<file path="config.mk">
export PLATFORM = sky130hd
export DESIGN_NAME = fp16_lane_packer
export DESIGN_NICKNAME = d
export VERILOG_FILES = /design/src/rtl/fp16_vec_pkg.sv /design/src/rtl/sync_fifo_fwft.sv /design/src/rtl/fp16_lane_packer.sv
export SDC_FILE = /design/constraint.sdc
export NUM_CORES = 1
export LEC_CHECK = 0
export ABC_AREA = 0
export CAP_MARGIN = 20
export CORE_ASPECT_RATIO = 0.75
export CORE_MARGIN = 2
export CORE_UTILIZATION = 45
export DETAILED_ROUTE_END_ITERATION = 10
export PLACE_DENSITY = 0.76
export SLEW_MARGIN = 5
export SYNTH_ARGS = -nofsm -noshare
export SYNTH_HDL_FRONTEND = slang
export SYNTH_SLANG_ARGS = --single-unit
</file>
<file path="constraint.sdc">
create_clock -name clk -period 8.02 [get_ports clk]
set_input_delay 2.406 -clock clk [delete_from_list [all_inputs] [get_ports clk]]
set_output_delay 2.406 -clock clk [all_outputs]
set_load 0.005 [all_outputs]
</file>
<file path="src/rtl/fp16_vec_pkg.sv">
// Shared FP16 vector types and helpers for the lane packer and its bench.
package fp16_vec_pkg;
  localparam int FP16_W = 16;

  typedef logic [FP16_W-1:0] fp16_t;

  localparam fp16_t FP16_QNAN = 16'h7E00;

  // Mask with the low n bits set; callers size-cast it down to their lane count.
  function automatic logic [7:0] lane_mask_from_count(input int n);
    return 8'((1 << n) - 1);
  endfunction
endpackage

</file>
<file path="src/rtl/sync_fifo_fwft.sv">
// First-word fall-through FIFO; pointers carry one extra wrap bit for full/empty.
module sync_fifo_fwft #(
  parameter int WIDTH = 68,
  parameter int DEPTH = 4
) (
  input  logic                     clk,
  input  logic                     rst_n,
  input  logic                     push,
  input  logic                     pop,
  input  logic [WIDTH-1:0]         din,
  output logic [WIDTH-1:0]         dout,
  output logic                     empty,
  output logic                     full,
  output logic [$clog2(DEPTH):0]   count
);
  localparam int AW = $clog2(DEPTH);

  logic [WIDTH-1:0] r_mem [DEPTH];
  logic [AW:0]      r_wr_ptr;
  logic [AW:0]      r_rd_ptr;
  logic             w_do_push;
  logic             w_do_pop;

  assign empty     = (r_wr_ptr == r_rd_ptr);
  assign full      = (r_wr_ptr[AW] != r_rd_ptr[AW]) &&
                     (r_wr_ptr[AW-1:0] == r_rd_ptr[AW-1:0]);
  assign w_do_pop  = pop && !empty;
  // A pop in the same cycle frees the slot, so a push into a full FIFO still lands.
  assign w_do_push = push && (!full || w_do_pop);
  assign count     = r_wr_ptr - r_rd_ptr;
  assign dout      = empty ? '0 : r_mem[r_rd_ptr[AW-1:0]];

  always_ff @(posedge clk or negedge rst_n) begin
    if (!rst_n) begin
      r_wr_ptr <= '0;
      r_rd_ptr <= '0;
    end else begin
      if (w_do_push) r_wr_ptr <= r_wr_ptr + 1'b1;
      if (w_do_pop)  r_rd_ptr <= r_rd_ptr + 1'b1;
    end
  end

  always_ff @(posedge clk) begin
    if (w_do_push) r_mem[r_wr_ptr[AW-1:0]] <= din;
  end
endmodule

</file>
<file path="src/rtl/fp16_lane_packer.sv">
// Packs the converter's FP16 result stream into LANES-wide words with a lane mask,
// buffering completed words in a small FIFO and flagging dropped words sticky-wise.
module fp16_lane_packer
  import fp16_vec_pkg::*;
#(
  parameter int LANES = 4,
  parameter int DEPTH = 4
) (
  input  logic                        clk,
  input  logic                        rst_n,
  input  fp16_t                       data_i,
  input  logic                        input_valid,
  input  logic                        flush_i,
  input  logic                        out_ready,
  output logic [LANES*FP16_W-1:0]     data_o,
  output logic [LANES-1:0]            lane_mask_o,
  output logic                        out_valid,
  output logic                        overflow_o,
  output logic [$clog2(DEPTH):0]      fill_o
);
  localparam int IDX_W  = $clog2(LANES);
  localparam int WORD_W = LANES * FP16_W;
  localparam int FIFO_W = WORD_W + LANES;

  logic [IDX_W-1:0]  r_idx;
  logic [WORD_W-1:0] r_asm;
  logic              r_overflow;

  logic [WORD_W-1:0] w_word;
  logic [IDX_W:0]    w_cnt;
  logic [LANES-1:0]  w_mask;
  logic              w_complete;
  logic              w_pop;
  logic              w_full;
  logic              w_empty;
  logic [FIFO_W-1:0] w_fifo_dout;

  // Word as it would look after this cycle's input lands in lane idx.
  always_comb begin
    w_word = r_asm;
    for (int k = 0; k < LANES; k++) begin
      if (input_valid && (r_idx == IDX_W'(k))) w_word[k*FP16_W +: FP16_W] = data_i;
    end
  end

  assign w_cnt      = {1'b0, r_idx} + {{IDX_W{1'b0}}, input_valid};
  assign w_mask     = LANES'(lane_mask_from_count(int'(w_cnt)));
  assign w_complete = (input_valid && (r_idx == IDX_W'(LANES-1))) ||
                      (flush_i && (w_cnt != '0));
  assign w_pop      = out_valid && out_ready;

  sync_fifo_fwft #(
    .WIDTH (FIFO_W),
    .DEPTH (DEPTH)
  ) u_fifo (
    .clk   (clk),
    .rst_n (rst_n),
    .push  (w_complete),
    .pop   (w_pop),
    .din   ({w_mask, w_word}),
    .dout  (w_fifo_dout),
    .empty (w_empty),
    .full  (w_full),
    .count (fill_o)
  );

  assign out_valid   = !w_empty;
  assign data_o      = w_fifo_dout[WORD_W-1:0];
  assign lane_mask_o = w_fifo_dout[FIFO_W-1 -: LANES];
  assign overflow_o  = r_overflow;

  always_ff @(posedge clk or negedge rst_n) begin
    if (!rst_n) begin
      r_idx      <= '0;
      r_asm      <= '0;
      r_overflow <= 1'b0;
    end else begin
      if (w_complete) begin
        r_idx <= '0;
        r_asm <= '0;
      end else if (input_valid) begin
        r_idx <= r_idx + 1'b1;
        r_asm <= w_word;
      end
      if (w_complete && w_full && !w_pop) r_overflow <= 1'b1;
    end
  end
endmodule
</file>
==> out/metrics.sh, run 1 <==
CLKLATENCYLATEPIN_NS=0.56
PATH_CLASS='register to primary output'
CTS_MADE_BUFFERS=30
DIE-AREA_UM2=32200
HOLDBUFCOUNTCTS=0
YS_SEQ_ELEMENTS=345
PATH_CLK_SLEW_NS=0.06
DOMINANT_COMBINATIONAL_CELL_FAMILY_BY_AREA_AFTER_SYNTHESIS='multiplexers'
PATH_DELAY_FAMILY='buffers and inverters'
STATUS='finished clean'
MAXIMUM_SINGLE_STAGE_DELAY_ON_THE_CRITICAL_PATH_NS=0.74
SYNTH_XOR_AREA_SHARE_PCT=0.561
DRT_FIRST_ITER_VIOLATIONS=560
LAYOUT-DRIVE-GT1-SHARE_PCT=25.3
POWER_DENSITY_nW_PER_UM2=418
DESIGN.FINAL.NETS=847
SYNTH_ENABLE_FLOP_CELLS=272
LAYOUTNONFILLERINSTCOUNT=1234
CRIT_CHAIN='ha_1 -> nand2_1 -> nor2_4 -> buf_4 -> nor2b_1 -> clkdlybuf4s50_1'
POST_CTS_RESIZE_COUNT=0
COMPOUND_GATE_FRACTION_OF_SYNTH_AREA_PCT=0.597
CTS_ROOT_BUF='clkbuf_16'
POST_CTS.REPAIR.SETUP_BUFFERS=0
SYNTH_CELL_TYPE_COUNT=37
WORST_EP_ARRIVAL_NS=3.63
SYNTH_ADDER_AREA_SHARE_PCT=1.41
ROUTEDWLPERCELL_UM=22.8
ENDPOINT_KIND='primary output'
PIN_COUNT_OF_THE_BIGGEST_NET_ENTERING_GLOBAL_ROUTING=74
SYNTH_NETS=746
FINAL.SETUP_SKEW_NS=0.0168
WORST_EP_REQUIRED_TIME_NS=5.61
TIMING.HOLD.WS_NS=0.508
HOLDCRITPATHCLASS='register to register'
FMAX_GHz=0.166
TRITONCTS='yes'
CLOCK_TREE.BUFFER_DEPTH=3
DIE_WIDTH_UM=206
MAXSLEWVIOLCOUNT=0
WORSTSETUPSTARTPOINTTYPE='register'
CORE_AREA_UM2=30200
SYNTH_CELLS=710
REPORT.FINAL.SETUP_VIOL=0
WORST_PATH_MAX_DELAY_CELL='dfrtp_4'
WORST-SLEW-PIN-TRANSITION_NS=1.08
DRT.ANTENNA.VIOLATING_NETS=0
SYNTHARSTFLOPSHARE_PCT=21.2
PORT_BUFFERS=93
GRT_ANTENNA_BEFORE_REPAIR=1
HPWLAFTERDP_UM=16600
SYN_AREA_PER_CELL_UM2=19.5
SYNTH-SEQ-AREA-SHARE_PCT=72.3
LAYOUT_COMMONEST_CELL='edfxtp_1'
LAYOUT.FILLER_CELLS=2312
AVGVIACOUNTPERCELL=5.43
POWER.LEAKAGE_nW=5.98
DRV.MAX_CAP_VIOLATION_COUNT=0
GRT_FIRST_PASS_WIRELENGTH_UM=42700
CORE.ROWCOUNT=55
MAPPEDNETLISTAREA_UM2=13800
HTREE_NUM_LEVELS=1
NUMBER_OF_I_O_PINS=94
MAX-VDD-IR-DROP_V=0.000248
SYNTH_TO_FINAL_AREA_CHANGE_PCT=17.6
OVERALL_VIA_COUNT_FROM_DETAIL_ROUTE=6702
SETUP_REPAIR_AFTER_GLOBAL_ROUTING_MISSED_ITS_MARGIN='false'
DIE_Y_UM=156
POST_SYNTH_AND_OR_NAND_NOR_AREA_FRACTION_PCT=6.90
FINALSETUPTNS_NS=0
DRC_ERRORS=0
SYNTH.MUX.AREA_FRACTION_PCT=16.4
CLOCK_SINK_COUNT=345
CRITICAL_PATH.MAX_FANOUT=38
FIRST_PASS_ITERS=7
PLACE_CONGESTION=0.718
FIRST_GLOBAL_VIAS=6869
FINAL-HOLD-VIOLATION-COUNT=0
RELSLEWSLACK_PCT=27.9
GRT_OVERFLOW=0
DP.CELLS=1176
INITIAL_UTIL_PCT=45.8
MIN_CLOCK_PERIOD_POST_ROUTE_NS=6.03
NUM_ANTENNA_CELLS=0
WORST-PATH-BUF-INV=2
TOTALWIRELENGTH_UM=28100
SYNTH-WARNING-COUNT=0
MOSTFREQUENTLAYOUTCELLS='272 x edfxtp_1, 92 x clkdlybuf4s50_1, 71 x dfrtp_1'
LAYOUT_WORST_PATH_CYCLE_SHARE_PCT=75.2
SYNTH_FLOP_TYPE='edfxtp_1'
GRT.TOTAL_USAGE_PCT=17.9
==> cell type report <==
| class | instances | area, um2 | area share (%) |
|---|---|---|---|
| clock inverter | 11 | 158 | 0.969 |
| clock buffer | 45 | 888 | 5.46 |
| tap | 399 | 499 | 3.07 |
| inverter | 11 | 41.3 | 0.254 |
| multi-input combinational | 317 | 3590 | 22.1 |
| sequential | 345 | 10000 | 61.5 |
| timing repair buffer | 106 | 1080 | 6.66 |
==> synthesized netlist by cell type, types with 3 or more instances <==
library cell | n | area [um2]
xnor2_1 | 6 | 52.6
nand2_1 | 5 | 18.8
nand2_2 | 3 | 18.8
clkbuf_1 | 18 | 67.6
and3_1 | 16 | 100
dfrtp_1 | 73 | 1830
and2_1 | 51 | 319
nor2b_1 | 57 | 357
buf_2 | 13 | 65.1
and2b_1 | 9 | 67.6
mux4_2 | 68 | 1530
ha_1 | 14 | 175
mux2_2 | 66 | 743
edfxtp_1 | 272 | 8170
nor2_1 | 3 | 11.3
inv_1 | 11 | 41.3
==> report_power, final <==
| group | switching [mW] | internal, mW |
|---|---|---|
| logic | 1.18 | 1.40 |
| registers | 0.166 | 2.55 |
| clock network | 0.612 | 0.893 |
==> routing by layer <==
layer | track usage (%) | vias up | routed length [um] | share of wire, %
met5 | 0 | - | 0 | 0
met4 | 3.23 | 0 | 408 | 1.5
met3 | 3.88 | 31 | 2010 | 7.1
met2 | 27.6 | 241 | 13300 | 47
met1 | 26.5 | 3515 | 12400 | 44
li1 | - | 2915 | - | -
==> sequential cells by signal (all words and copies together), names as in the netlist <==
signal	count
r_idx	2
u_fifo.r_mem	272
u_fifo.r_rd_ptr	3
u_fifo.r_wr_ptr	3
r_asm	64
overflow_o	1
==> per-stage QoR <==
step / util (%) / total power, mW / setup WS [ns] / area (um2)
CTS: 53.7 / 6.88 / 1.86 / 16200
global placement: 50.2 / 5.31 / 1.95 / 15200
global route: 53.8 / 7.18 / 1.66 / 16300
detailed placement: 50.2 / 5.36 / 1.84 / 15200
finish: 53.8 / 6.80 / 1.99 / 16300
floorplan: - / 4.15 / 2.58 / 13800
==> final timing paths <==
path / from / endpoint / slack, ns / cells after the start
min in group asynchronous: rst_n / u_fifo.r_rd_ptr[1] / 1.80 / 1
max in group asynchronous: rst_n / r_asm[16] / 5.60 / 2
max reg2reg: u_fifo.r_rd_ptr[0] / u_fifo.r_mem[2][43] / 4.32 / 5
min: r_asm[50] / r_asm[50] / 0.51 / 1
max: u_fifo.r_rd_ptr[0] / data_o[15] / 1.99 / 6
min reg2reg: r_asm[50] / r_asm[50] / 0.51 / 1
==> logic make-up (layout without fill, tap and decap cells) <==
| kind of cell | after synthesis | count (layout) |
|---|---|---|
| buffers and inverters | 48 | 173 |
| and+or+nand+nor | 151 | 151 |
| muxes | 134 | 134 |
| adders and majority gates | 15 | 15 |
| DFF | 345 | 345 |
| xor gates and xnor gates | 8 | 8 |
| AOI/OAI and AO/OA | 9 | 9 |
No activity file was read; power rests on OpenSTA's default activity.
==> run 2, diff against run 1 <==
- PLACE_DENSITY: 0.76 -> 0.78
- clock period: 8.02 -> 5.15 ns (I/O delays scaled with it)
==> run 2 against run 1 <==
Compared with the run above: die area is the same; global-route usage grew 0.14 points; final cell count grew 0.57%; critical path depth grew 1; register-to-register slack lost 2.0 ns; setup slack lost 1.5 ns; core utilization grew 0.27 points; via count grew 0.18%; clock-buffer cell count shrank 8; critical path type unchanged; critical endpoint is now data_o[1].
==> out/metrics.sh, run 2 (same netlist as run 1, synthesis figures left out) <==
SWITCHING_POWER_mW=3.10  # +58%
PATH_CLASS='register to primary output'
INITIAL_UTIL_PCT=45.8  # unchanged
FINALSETUPTNS_NS=0  # unchanged
WORST_EP_REQUIRED_TIME_NS=3.61  # -2.00 ns
FIRST_GLOBAL_VIAS=6899  # +0.44%
FINAL.SETUP_SKEW_NS=0.00732  # -0.00943 ns
SEQUENTIALPOWERSHARE_PCT=39.1  # -0.8 points
LAYOUT_WORST_PATH_CYCLE_SHARE_PCT=90.1
CRIT_CHAIN='inv_1 -> ha_1 -> nand2_1 -> nor2_4 -> buf_4 -> and2b_1 -> clkdlybuf4s50_1'
CTS_MADE_BUFFERS=30  # unchanged
POST-ROUTE-WORST-SETUP-SLACK_NS=0.512  # -1.47 ns
WORSTSETUPSTARTPOINTTYPE='register'
HPWLAFTERDP_UM=17100  # +3.2%
NUMBER_OF_I_O_PINS=94  # unchanged
DIE-AREA_UM2=32200  # unchanged
RELSLEWSLACK_PCT=44.6  # +17 points
DP.CELLS=1184  # +0.68%
ROUTEDWLPERCELL_UM=22.6  # -0.61%
FMAX_GHz=0.216
CORE.ROWCOUNT=55  # unchanged
MAXIMUM_SINGLE_STAGE_DELAY_ON_THE_CRITICAL_PATH_NS=0.62  # -0.12 ns
WORST-SLEW-PIN-TRANSITION_NS=0.831  # -0.252 ns
DP_WORST_SETUP_SLACK_NS=0.582  # -1.26 ns
CLKLATENCYLATEPIN_NS=0.55  # about the same
GRT_OVERFLOW=0  # unchanged
DETAILED_PLACE.AREA_UM2=15300  # +0.97%
REPORT.FINAL.SETUP_VIOL=0  # unchanged
TOTALWIRELENGTH_UM=28100  # about the same
LAYOUT_COMMONEST_CELL='edfxtp_1'
HOLDCRITPATHCLASS='register to register'
DESIGN.FINAL.NETS=853  # +0.71%
MOSTFREQUENTLAYOUTCELLS='272 x edfxtp_1, 92 x clkdlybuf4s50_1, 71 x dfrtp_1'
POST_CTS_RESIZE_COUNT=0  # unchanged
GRT_FIRST_PASS_WIRELENGTH_UM=43200  # +1.3%
PLACE_CONGESTION=0.736  # +2.6%
SETUP_REPAIR_AFTER_GLOBAL_ROUTING_MISSED_ITS_MARGIN='false'
CORE_AREA_UM2=30200  # unchanged
POWER.LEAKAGE_nW=6.01  # +0.53%
OVERALL_VIA_COUNT_FROM_DETAIL_ROUTE=6714  # +0.18%
P_CLK_SHARE_PCT=21.7  # -0.4 points
PATH_CLK_SLEW_NS=0.06  # about the same
COMB_POWER_SHARE_PCT=39.2  # +1.2 points
WORST_PATH_MAX_DELAY_CELL='dfrtp_2'
DRT_FIRST_ITER_VIOLATIONS=560  # unchanged
CRITICAL_PATH.MAX_FANOUT=17  # -55%
SW_FRAC_OF_TOTAL_PCT=29.1  # +0.32 points
MAXSLEWVIOLCOUNT=0  # unchanged
PORT_BUFFERS=93  # unchanged
GRT.TOTAL_USAGE_PCT=18.0  # +0.14 points
POWER_DENSITY_nW_PER_UM2=652  # +56%
CTS_ROOT_BUF='clkbuf_16'
DRC_ERRORS=0  # unchanged
ENDPOINT_KIND='primary output'
MAX-VDD-IR-DROP_V=0.000408  # +65%
UTILIZATION_PCT=54.1  # +0.27 points
INTERNAL_POWER_mW=7.55  # +56%
LARGEST_REG_FLOPS=272  # unchanged
DRV.MAX_CAP_VIOLATION_COUNT=0  # unchanged
HTREE_NUM_LEVELS=1  # unchanged
CLOCK_SINK_COUNT=345  # unchanged
FINAL-HOLD-VIOLATION-COUNT=0  # unchanged
PIN_COUNT_OF_THE_BIGGEST_NET_ENTERING_GLOBAL_ROUTING=71  # -4.1%
SYNTH_TO_FINAL_AREA_CHANGE_PCT=18.2
TIMING.HOLD.WS_NS=0.506  # -0.00192 ns
DIE_WIDTH_UM=206  # unchanged
POST-ROUTE-CELL-AREA_UM2=16300  # +0.51%
STATUS='finished clean'
LAYOUTNONFILLERINSTCOUNT=1241  # +0.57%
TRITONCTS='yes'
DIE_Y_UM=156  # unchanged
LAYOUT.FILLER_CELLS=2293  # -0.82%
WORST_EP_ARRIVAL_NS=3.09  # -0.54 ns
CLOCK_TREE.BUFFER_DEPTH=3  # unchanged
DRT.ANTENNA.VIOLATING_NETS=0  # unchanged
FIRST_PASS_ITERS=4  # -3
HOLDBUFCOUNTCTS=0  # unchanged
LAYOUT-DRIVE-GT1-SHARE_PCT=25.8  # +0.53 points
FIN_TOTAL_PWR_mW=10.6  # +57%
GRT_ANTENNA_BEFORE_REPAIR=1  # unchanged
MIN_CLOCK_PERIOD_POST_ROUTE_NS=4.64
AVGVIACOUNTPERCELL=5.41  # -0.39%
POST_CTS.REPAIR.SETUP_BUFFERS=0  # unchanged
[run 2: cell count changes in the layout (fill, tap and decap cells not counted), sizes merged]
| cell | delta |
|---|---|
| clkbuf | -8 |
| clkinv | +7 |
| buf | +6 |
| clkinvlp | +1 |
| diode | +1 |
[run 2: path summary, 6_finish.rpt]
check / startpoint / to / slack [ns] / cells after the start
worst max-delay path: u_fifo.r_rd_ptr[1] / data_o[1] / 0.51 / 7
worst min-delay path: r_asm[50] / r_asm[50] / 0.51 / 1
worst max register to register: u_fifo.r_rd_ptr[1] / u_fifo.r_mem[1][7] / 2.33 / 6
worst min register to register: r_asm[50] / r_asm[50] / 0.51 / 1
max in group asynchronous: rst_n / r_asm[34] / 3.27 / 2
min in group asynchronous: rst_n / r_asm[16] / 1.07 / 1
[run 2: worst max-delay path: cells and delay by family (launching register included)]
family	cells	cell delay (ns)
buf+inv	3	0.84
flops	1	0.62
fa+ha+maj	1	0.30
simple gates	3	0.76
[run 2: final cells by class]
type	count	area, um2	area share, %
Antenna cell	1	2.50	0.0153
Clock buffer	37	828	5.07
Clock inverter	19	198	1.21
Inverter	11	41.3	0.253
Multi-Input combinational cell	317	3590	22.0
Sequential cell	345	10000	61.2
Tap cell	399	499	3.05
Timing Repair Buffer	112	1180	7.24
[run 2: routing by layer]
metal | part of all wire (%) | track usage (%)
met5 | 0 | 0
met4 | 1.4 | 3.44
met3 | 7.0 | 3.65
met2 | 45 | 26.8
met1 | 46 | 27.9
[run 2: power by group through the flow]
stage               registers (mW)  clock network [mW]  logic (mW)
finish                        4.16                2.31        4.18
CTS                           4.16                2.35        4.28
floorplan                     4.15                   0        2.31
global route                  4.21                2.47        4.55
global placement              4.18                   0        4.19
detailed placement            4.22                   0        4.24
